### src/rtl/demux_pkg.sv
// +----------------------------------------------------------------------+
// | demux_pkg : shared widths and channel-select type for demux1a4_buf   |
// | rev 1.0                                                              |
// +----------------------------------------------------------------------+
`default_nettype none

package demux_pkg;

  localparam int W_DEF  = 4;
  localparam int NUM_CH = 4;

  typedef logic [1:0] chsel_t;

endpackage

`default_nettype wire

### src/rtl/chan_buf.sv
// +----------------------------------------------------------------------+
// | chan_buf : one-entry channel buffer with load, drain and full flag   |
// | rev 1.0                                                              |
// +----------------------------------------------------------------------+
`default_nettype none

module chan_buf #(
  parameter int W = 4
) (
  input  logic         clk_i,
  input  logic         rst_i,
  input  logic         load_i,
  input  logic [W-1:0] din_i,
  input  logic         ready_i,
  output logic         valid_o,
  output logic [W-1:0] data_o
);

  logic         full_q, full_d;
  logic [W-1:0] data_q, data_d;

  // A load in the same cycle as a drain keeps the entry full with new data.
  always_comb begin
    full_d = full_q && !ready_i;
    data_d = data_q;
    if (load_i) begin
      full_d = 1'b1;
      data_d = din_i;
    end
  end

  always_ff @(posedge clk_i) begin
    if (rst_i) begin
      full_q <= 1'b0;
      data_q <= '0;
    end else begin
      full_q <= full_d;
      data_q <= data_d;
    end
  end

  assign valid_o = full_q;
  assign data_o  = data_q;

endmodule

`default_nettype wire

### src/rtl/demux1a4_buf.sv
// +----------------------------------------------------------------------+
// | demux1a4_buf : 1-to-4 demultiplexer with per-channel one-entry bufs  |
// | rev 1.0                                                              |
// +----------------------------------------------------------------------+
`default_nettype none

module demux1a4_buf
  import demux_pkg::*;
#(
  parameter int W = W_DEF
) (
  input  logic         Clk,
  input  logic         Reset,
  input  logic [W-1:0] Din,
  input  logic [1:0]   Sel,
  input  logic         DinValid,
  output logic         DinReady,
  input  logic         AutoMode,
  output logic [W-1:0] Y0,
  output logic [W-1:0] Y1,
  output logic [W-1:0] Y2,
  output logic [W-1:0] Y3,
  output logic [3:0]   YValid,
  input  logic [3:0]   YReady,
  output logic [1:0]   AutoPtr
);

  chsel_t              autoptr_q, autoptr_d;
  chsel_t              dest;
  logic                accept;
  logic [NUM_CH-1:0]   load;
  logic [W-1:0]        y_data [NUM_CH];

  assign dest = AutoMode ? autoptr_q : chsel_t'(Sel);

  // Ready passes through when the destination drains in the same cycle.
  assign DinReady = !YValid[dest] || YReady[dest];
  assign accept   = DinValid && DinReady;
  assign load     = accept ? (NUM_CH'(1) << dest) : '0;

  always_comb begin
    autoptr_d = autoptr_q;
    if (accept && AutoMode) begin
      autoptr_d = autoptr_q + 2'd1;
    end
  end

  always_ff @(posedge Clk) begin
    if (Reset) begin
      autoptr_q <= '0;
    end else begin
      autoptr_q <= autoptr_d;
    end
  end

  generate
    for (genvar i = 0; i < NUM_CH; i++) begin : g_chan
      chan_buf #(.W(W)) u_chan (
        .clk_i   (Clk),
        .rst_i   (Reset),
        .load_i  (load[i]),
        .din_i   (Din),
        .ready_i (YReady[i]),
        .valid_o (YValid[i]),
        .data_o  (y_data[i])
      );
    end
  endgenerate

  assign Y0      = y_data[0];
  assign Y1      = y_data[1];
  assign Y2      = y_data[2];
  assign Y3      = y_data[3];
  assign AutoPtr = autoptr_q;

endmodule

`default_nettype wire

### config.mk
export PLATFORM = sky130hd
export DESIGN_NAME = demux1a4_buf
export DESIGN_NICKNAME = d
export VERILOG_FILES = /design/src/rtl/demux_pkg.sv /design/src/rtl/chan_buf.sv /design/src/rtl/demux1a4_buf.sv
export SDC_FILE = /design/constraint.sdc
export NUM_CORES = 1
export LEC_CHECK = 0
export CAP_MARGIN = 30
export CORE_MARGIN = 4
export CORE_UTILIZATION = 42
export DETAILED_ROUTE_END_ITERATION = 8
export MAX_ROUTING_LAYER = met4
export PLACE_DENSITY = 0.75
export SLEW_MARGIN = 10
export SYNTH_ARGS = -nofsm -noshare
export SYNTH_HDL_FRONTEND = slang
export SYNTH_HIERARCHICAL = 1
export SYNTH_SLANG_ARGS = --single-unit
### constraint.sdc
create_clock -name Clk -period 2.6 [get_ports Clk]
set_clock_uncertainty 0.2 [all_clocks]
set_input_delay 0.52 -clock Clk [delete_from_list [all_inputs] [get_ports Clk]]
set_output_delay 0.52 -clock Clk [all_outputs]
set_load 0.05 [all_outputs]
==> results.ini, run 1 <==
[run_status]
run_status=finished, final reports clean

[synth]
post_synth_instance_area_um2=933
synth_mux_area_share_pct=22.0
adder_cell_fraction_of_synth_area_pct=0
post-synth-top-area-fraction_pct=47.2
flop_and_latch_count_out_of_synthesis=22
synth_xor_xnor_area_share_pct=0.938
post_synth_inst_count=96
syn_nets=110
post_synthesis_average_cell_area_um2=9.72
share_of_the_synthesized_area_in_compound_gates_ao_oa_aoi_oai_pct=5.09
ys_seq_area_share_pct=47.2
synth_top_cell_by_area=sky130_fd_sc_hd__dfxtp_1
number_of_distinct_library_cells_after_synthesis=17
synth-simple-area-share_pct=16.4
synth_warnings=6
synth.area.top_cells=sky130_fd_sc_hd__dfxtp_1, sky130_fd_sc_hd__mux2i_1, sky130_fd_sc_hd__nor2_1
combinational_family_with_the_most_area_after_synthesis=multiplexers

[clock_network]
cts_inserted_buffers=3
cts-root-to-sink-buffers=2
clock_tree.root_cell=sky130_fd_sc_hd__clkbuf_4
clock_pin_slew_of_the_registers_on_the_worst_case_setup_and_hold_paths_ps=110
worstSkewPairLatency_ps=300
clkSinkCount=22
cts-hold-fix-buffers=0
tritoncts=done
cts_max_level=1

[critical_path]
worstPathRequired_ps=1880
critPathSlowestCell=sky130_fd_sc_hd__mux2_4
critPathMaxFanout=4
worst_setup_path_start_kind=primary input
criticalPathCategory=in -> out
timing.critical_path.slowest_cell_delay_ps=350
crit_path_buf_inv_count=2
setup.worst_path.end_class=primary output
crit_chain=dlygate4sd2_1, mux2_4, nor3b_2, a31oi_2, a21o_1, buf_12
cp_num_cells=6
timing.critical_path.arrival_ps=1790
ff2ff_setup_slack_ps=550
timing.critical_path.max_delay_family=buffers and inverters
reg2reg_depth=9

[routing]
route.final.wire_length_um=2190
avgViaCountPerCell=4.85
antenna_violating_nets_post_route=0
drt-wirelength-per-cell_um=13.0
dr.first_iter.drc_count=11
drt_pass1_iterations=4
vias=815
drt_drc_violations_left=0

[hold_path]
holdPathStages=2
hold_path_class=reg -> reg

[place]
globalplace.congestion=0.731
post-dp-hpwl_um=1500
cell_count_after_placement=162
port_buffers=36

[timing]
max_freq_mhz=398
hold-worst-slack_ps=296
rsz0062_at_grt=no
max_slew.worst_pin.slew_ps=509
drv_slew=0
period_minus_slack_ps=2510
final_hold_viol_count=0
final-setup-viol-count=0
maxSlewHeadroom_pct=66.0
finalCritPeriodShare_pct=96.7

[floorplan]
die_height_um=55.1
io_pins=37
floorplan.die.width_um=55.1
coreArea_um2=2040
rows=16
floorplan.die_area_um2=3040
initial_utilization_pct=45.7

[final_layout]
layoutNonFillerInstCount=168
post_route_cells_drive_above_1_share_pct=14.2
areaGrowthSynthToFinish_pct=52.1
n_antenna_cell=0
finish.net_count=156
nFillCells=180

[pwr]
power_per_cell_area_nw_per_um2=524
total_leakage_power_nw=0.550
vdd.ir_drop.worst_uv=325

[global_route]
grt_pass1_vias=863
grt_max_degree=23
wire_length_of_the_first_global_routing_pass_um=3440
antenna_violations_before_repair=0
global_route.overflow_total=0
grtUsageTotal_pct=16.6

[job]
cap_viol_max_count=0

[per-stage QoR]
stage	TNS (ps)	setup WS (ps)	util, %	area [um^2]	power [mW]
after global routing	0	44.0	69.5	1420	0.778
final	0	87.0	69.5	1420	0.744
after CTS	0	2.82	68.4	1400	0.747
after detailed placement	-764	-134	65.7	1340	0.559
after global placement	-247	-85.1	65.7	1340	0.557
after floorplan	0	275	-	933	0.484
[report_power, final]
part | switching, mW | leakage, nW | internal, mW
clock network | 0.0975 | 0.0210 | 0.0854
registers | 0.00949 | 0.179 | 0.352
logic | 0.113 | 0.350 | 0.0865
[synth_stat cells]
| master | instances |
|---|---|
| sky130_fd_sc_hd__a21o_1 | 1 |
| sky130_fd_sc_hd__a21oi_1 | 5 |
| sky130_fd_sc_hd__a31o_1 | 1 |
| sky130_fd_sc_hd__a31oi_1 | 1 |
| sky130_fd_sc_hd__buf_6 | 5 |
| sky130_fd_sc_hd__dfxtp_1 | 22 |
| sky130_fd_sc_hd__inv_1 | 6 |
| sky130_fd_sc_hd__mux2_4 | 1 |
| sky130_fd_sc_hd__mux2i_1 | 19 |
| sky130_fd_sc_hd__nand2_1 | 2 |
| sky130_fd_sc_hd__nand2b_1 | 6 |
| sky130_fd_sc_hd__nand3_1 | 1 |
| sky130_fd_sc_hd__nand4_1 | 1 |
| sky130_fd_sc_hd__nor2_1 | 22 |
| sky130_fd_sc_hd__nor3b_1 | 1 |
| sky130_fd_sc_hd__or3_1 | 1 |
| sky130_fd_sc_hd__xor2_1 | 1 |
[what timing repair did]
item                       4_1_cts  5_1_grt
pin swaps                        2        3
setup endpoints to repair        1        1
gates resized for setup          2        5
buffers inserted                 2        0
[layout make-up]
| class | count | area (um^2) | area share (%) |
|---|---|---|---|
| clock buffer | 4 | 36.3 | 2.56 |
| inverter | 6 | 22.5 | 1.59 |
| multi-input combinational | 63 | 440 | 31.0 |
| sequential | 22 | 440 | 31.0 |
| tap | 27 | 33.8 | 2.38 |
| timing repair buffer | 46 | 447 | 31.5 |
[worst register-to-register path, delay by kind of cell (launching register included)]
family / cells / cell delay, ps
buf+inv: 2 / 290
flops: 1 / 370
mux: 3 / 750
simple gates: 4 / 350
[flip-flops by register name, summed over array words and instances, names as in the netlist]
register / count
g_chan.u_chan/data_o: 16
g_chan.u_chan/valid_o: 4
AutoPtr: 2
[worst paths after layout]
path	to	from
worst max register to register	g_chan[3].u_chan/data_o[1]	AutoPtr[1]
worst min-delay path	g_chan[0].u_chan/valid_o	g_chan[0].u_chan/valid_o
worst min register to register	g_chan[0].u_chan/valid_o	g_chan[0].u_chan/valid_o
worst max-delay path	DinReady	AutoMode
[cell usage in the layout (no fill, tap or decap), types with 2 or more instances in the layout]
cell type and instances:
sky130_fd_sc_hd__a21oi_1 5, sky130_fd_sc_hd__buf_4 10, sky130_fd_sc_hd__clkbuf_4 3, sky130_fd_sc_hd__clkdlybuf4s50_1 33
sky130_fd_sc_hd__dfxtp_1 22, sky130_fd_sc_hd__inv_1 6, sky130_fd_sc_hd__mux2i_1 18, sky130_fd_sc_hd__nand2_1 2
sky130_fd_sc_hd__nand2b_1 6, sky130_fd_sc_hd__nor2_1 21
[layer usage]
layer	vias to the layer above	track usage [%]	wire length, um	part of all wire (%)
li1	404	-	-	-
met3	5	3.75	150	6.8
met1	373	16.7	910	42
met2	33	29.3	1100	50
met4	0	9.72	31	1.4
met5	-	-	0	0
[cell families (layout without fill, tap and decap cells)]
logic type | Yosys count | count (layout)
and+or+nand+nor | 34 | 34
AOI/OAI and AO/OA | 8 | 8
buffers and inverters | 11 | 56
muxes | 20 | 20
xor gates and xnor gates | 1 | 1
DFF | 22 | 22
Power figures use the tool's default switching activity.
==> inputs of run 2 (changes only) <==
--- a/config.mk
+++ b/config.mk
@@ -7,10 +7,10 @@
 export LEC_CHECK = 0
 export CAP_MARGIN = 30
 export CORE_MARGIN = 4
-export CORE_UTILIZATION = 42
+export CORE_UTILIZATION = 45
 export DETAILED_ROUTE_END_ITERATION = 8
 export MAX_ROUTING_LAYER = met4
-export PLACE_DENSITY = 0.75
+export PLACE_DENSITY = 0.8
 export SLEW_MARGIN = 10
 export SYNTH_ARGS = -nofsm -noshare
 export SYNTH_HDL_FRONTEND = slang
==> constraint.sdc (replaced) <==
create_clock -name Clk -period 3.1 [get_ports Clk]
set_clock_uncertainty 0.2 [all_clocks]
set_input_delay 0.62 -clock Clk [delete_from_list [all_inputs] [get_ports Clk]]
set_output_delay 0.62 -clock Clk [all_outputs]
set_load 0.05 [all_outputs]
==> results.ini, run 2 (synthesis results as in run 1) <==
[final_layout]
areaGrowthSynthToFinish_pct=43.7
post_route_cells_drive_above_1_share_pct=7.41
final_common_cell=sky130_fd_sc_hd__clkdlybuf4s50_1
nFillCells=184
layout.cell_area.non_filler_um2=1340
postLayoutCoreUtil_pct=68.4
layoutNonFillerInstCount=162
max_ffs_per_register=16
finish.net_count=151
leading_cell_types_in_the_layout_fill_and_taps_excluded=sky130_fd_sc_hd__clkdlybuf4s50_1, sky130_fd_sc_hd__dfxtp_1, sky130_fd_sc_hd__nor2_1, sky130_fd_sc_hd__mux2i_1
n_antenna_cell=0

[clock_network]
cts_inserted_buffers=3
clock_tree.root_cell=sky130_fd_sc_hd__clkbuf_4
tritoncts=done
clock_pin_slew_of_the_registers_on_the_worst_case_setup_and_hold_paths_ps=110
clkSinkCount=22
cts_max_level=1
cts-root-to-sink-buffers=2
worstSkewPairLatency_ps=300
cts-hold-fix-buffers=0
number_of_cells_upsized_or_downsized_after_cts=0
cts_setup_buffers=0

[routing]
drt-wirelength-per-cell_um=13.2
dr.first_iter.drc_count=12
antenna_violating_nets_post_route=0
drt_pass1_iterations=4
avgViaCountPerCell=4.86
drt_drc_violations_left=0
vias=788
route.final.wire_length_um=2140

[critical_path]
timing.critical_path.arrival_ps=2160
setup.worst_path.end_class=primary output
ff2ff_setup_slack_ps=1140
worst_setup_path_start_kind=primary input
critPathMaxFanout=5
criticalPathCategory=in -> out
worstPathRequired_ps=2280

[floorplan]
coreArea_um2=1960
die_height_um=53.5
floorplan.die.width_um=53.5
rows=16
floorplan.die_area_um2=2870
io_pins=37
initial_utilization_pct=47.6

[timing]
maxSlewHeadroom_pct=49.7
max_slew.worst_pin.slew_ps=751
max_freq_mhz=336
fin_setup_tns_ps=0
rsz0062_at_grt=no
drv_slew=0
finalCritPeriodShare_pct=96.1
fin_ws_ps=122
final-setup-viol-count=0
final_hold_viol_count=0
period_minus_slack_ps=2980

[run_status]
run_status=finished, final reports clean

[place]
detailedPlace.worstSlack_ps=124
placed_cell_area_um2=1320
globalplace.congestion=0.790
post-dp-hpwl_um=1640
cell_count_after_placement=159
port_buffers=36

[pwr]
power_per_cell_area_nw_per_um2=437
vdd.ir_drop.worst_uv=316
total_leakage_power_nw=0.505

[global_route]
grt_pass1_vias=807
grtUsageTotal_pct=16.6
global_route.usage.met2_pct=29.8
grt_max_degree=23
wire_length_of_the_first_global_routing_pass_um=3360
globalRouteMet1Util_pct=17.5
antenna_violations_before_repair=0
global_route.overflow_total=0
global_route.peak_usage_layer=met2
grtUsageMet3_pct=4.71

[hold_path]
hold_path_class=reg -> reg

[job]
cap_viol_max_count=0

run 2: worst paths after layout:
path,startpoint,endpoint,cells after the start
setup / recovery,AutoMode,DinReady,6
hold / removal,g_chan[0].u_chan/valid_o,g_chan[0].u_chan/valid_o,2
setup reg to reg,AutoPtr[1],g_chan[0].u_chan/data_o[3],7
hold reg to reg,g_chan[0].u_chan/valid_o,g_chan[0].u_chan/valid_o,2
run 2: routing by layer:
| metal | share of wire [%] | wire (um) |
|---|---|---|
| met1 | 42 | 900 |
| met2 | 50 | 1080 |
| met3 | 6.4 | 138 |
| met4 | 1.3 | 28 |
| met5 | 0 | 0 |
run 2: critical path, stage by stage:
cell and delay, ps:
sky130_fd_sc_hd__clkdlybuf4s50_1 520, sky130_fd_sc_hd__mux2_4 350, sky130_fd_sc_hd__nor3b_1 180, sky130_fd_sc_hd__a31oi_1 100, sky130_fd_sc_hd__a21o_1 240, sky130_fd_sc_hd__buf_12 150
run 2: stage by stage:
stage,hold WS [ps],power (mW)
after global placement,274,0.463
after floorplan,489,0.406
after detailed placement,280,0.467
after global routing,314,0.608
after CTS,299,0.594
final,294,0.586
run 2: power by group:
| part | switching [mW] | total [mW] | internal (mW) |
|---|---|---|---|
| Clock | 0.0808 | 0.126 | 0.0454 |
| Sequential | 0.00793 | 0.303 | 0.295 |
| Combinational | 0.0905 | 0.157 | 0.0662 |
| Total | 0.179 | 0.586 | 0.407 |
run 2: final cells by class:
| cell class | instances | area [um^2] | area share (%) |
|---|---|---|---|
| Clock buffer | 3 | 22.5 | 1.68 |
| Inverter | 6 | 22.5 | 1.68 |
| Multi-Input combinational cell | 63 | 414 | 30.9 |
| Sequential cell | 22 | 440 | 32.8 |
| Tap cell | 27 | 33.8 | 2.52 |
| Timing Repair Buffer | 41 | 408 | 30.4 |
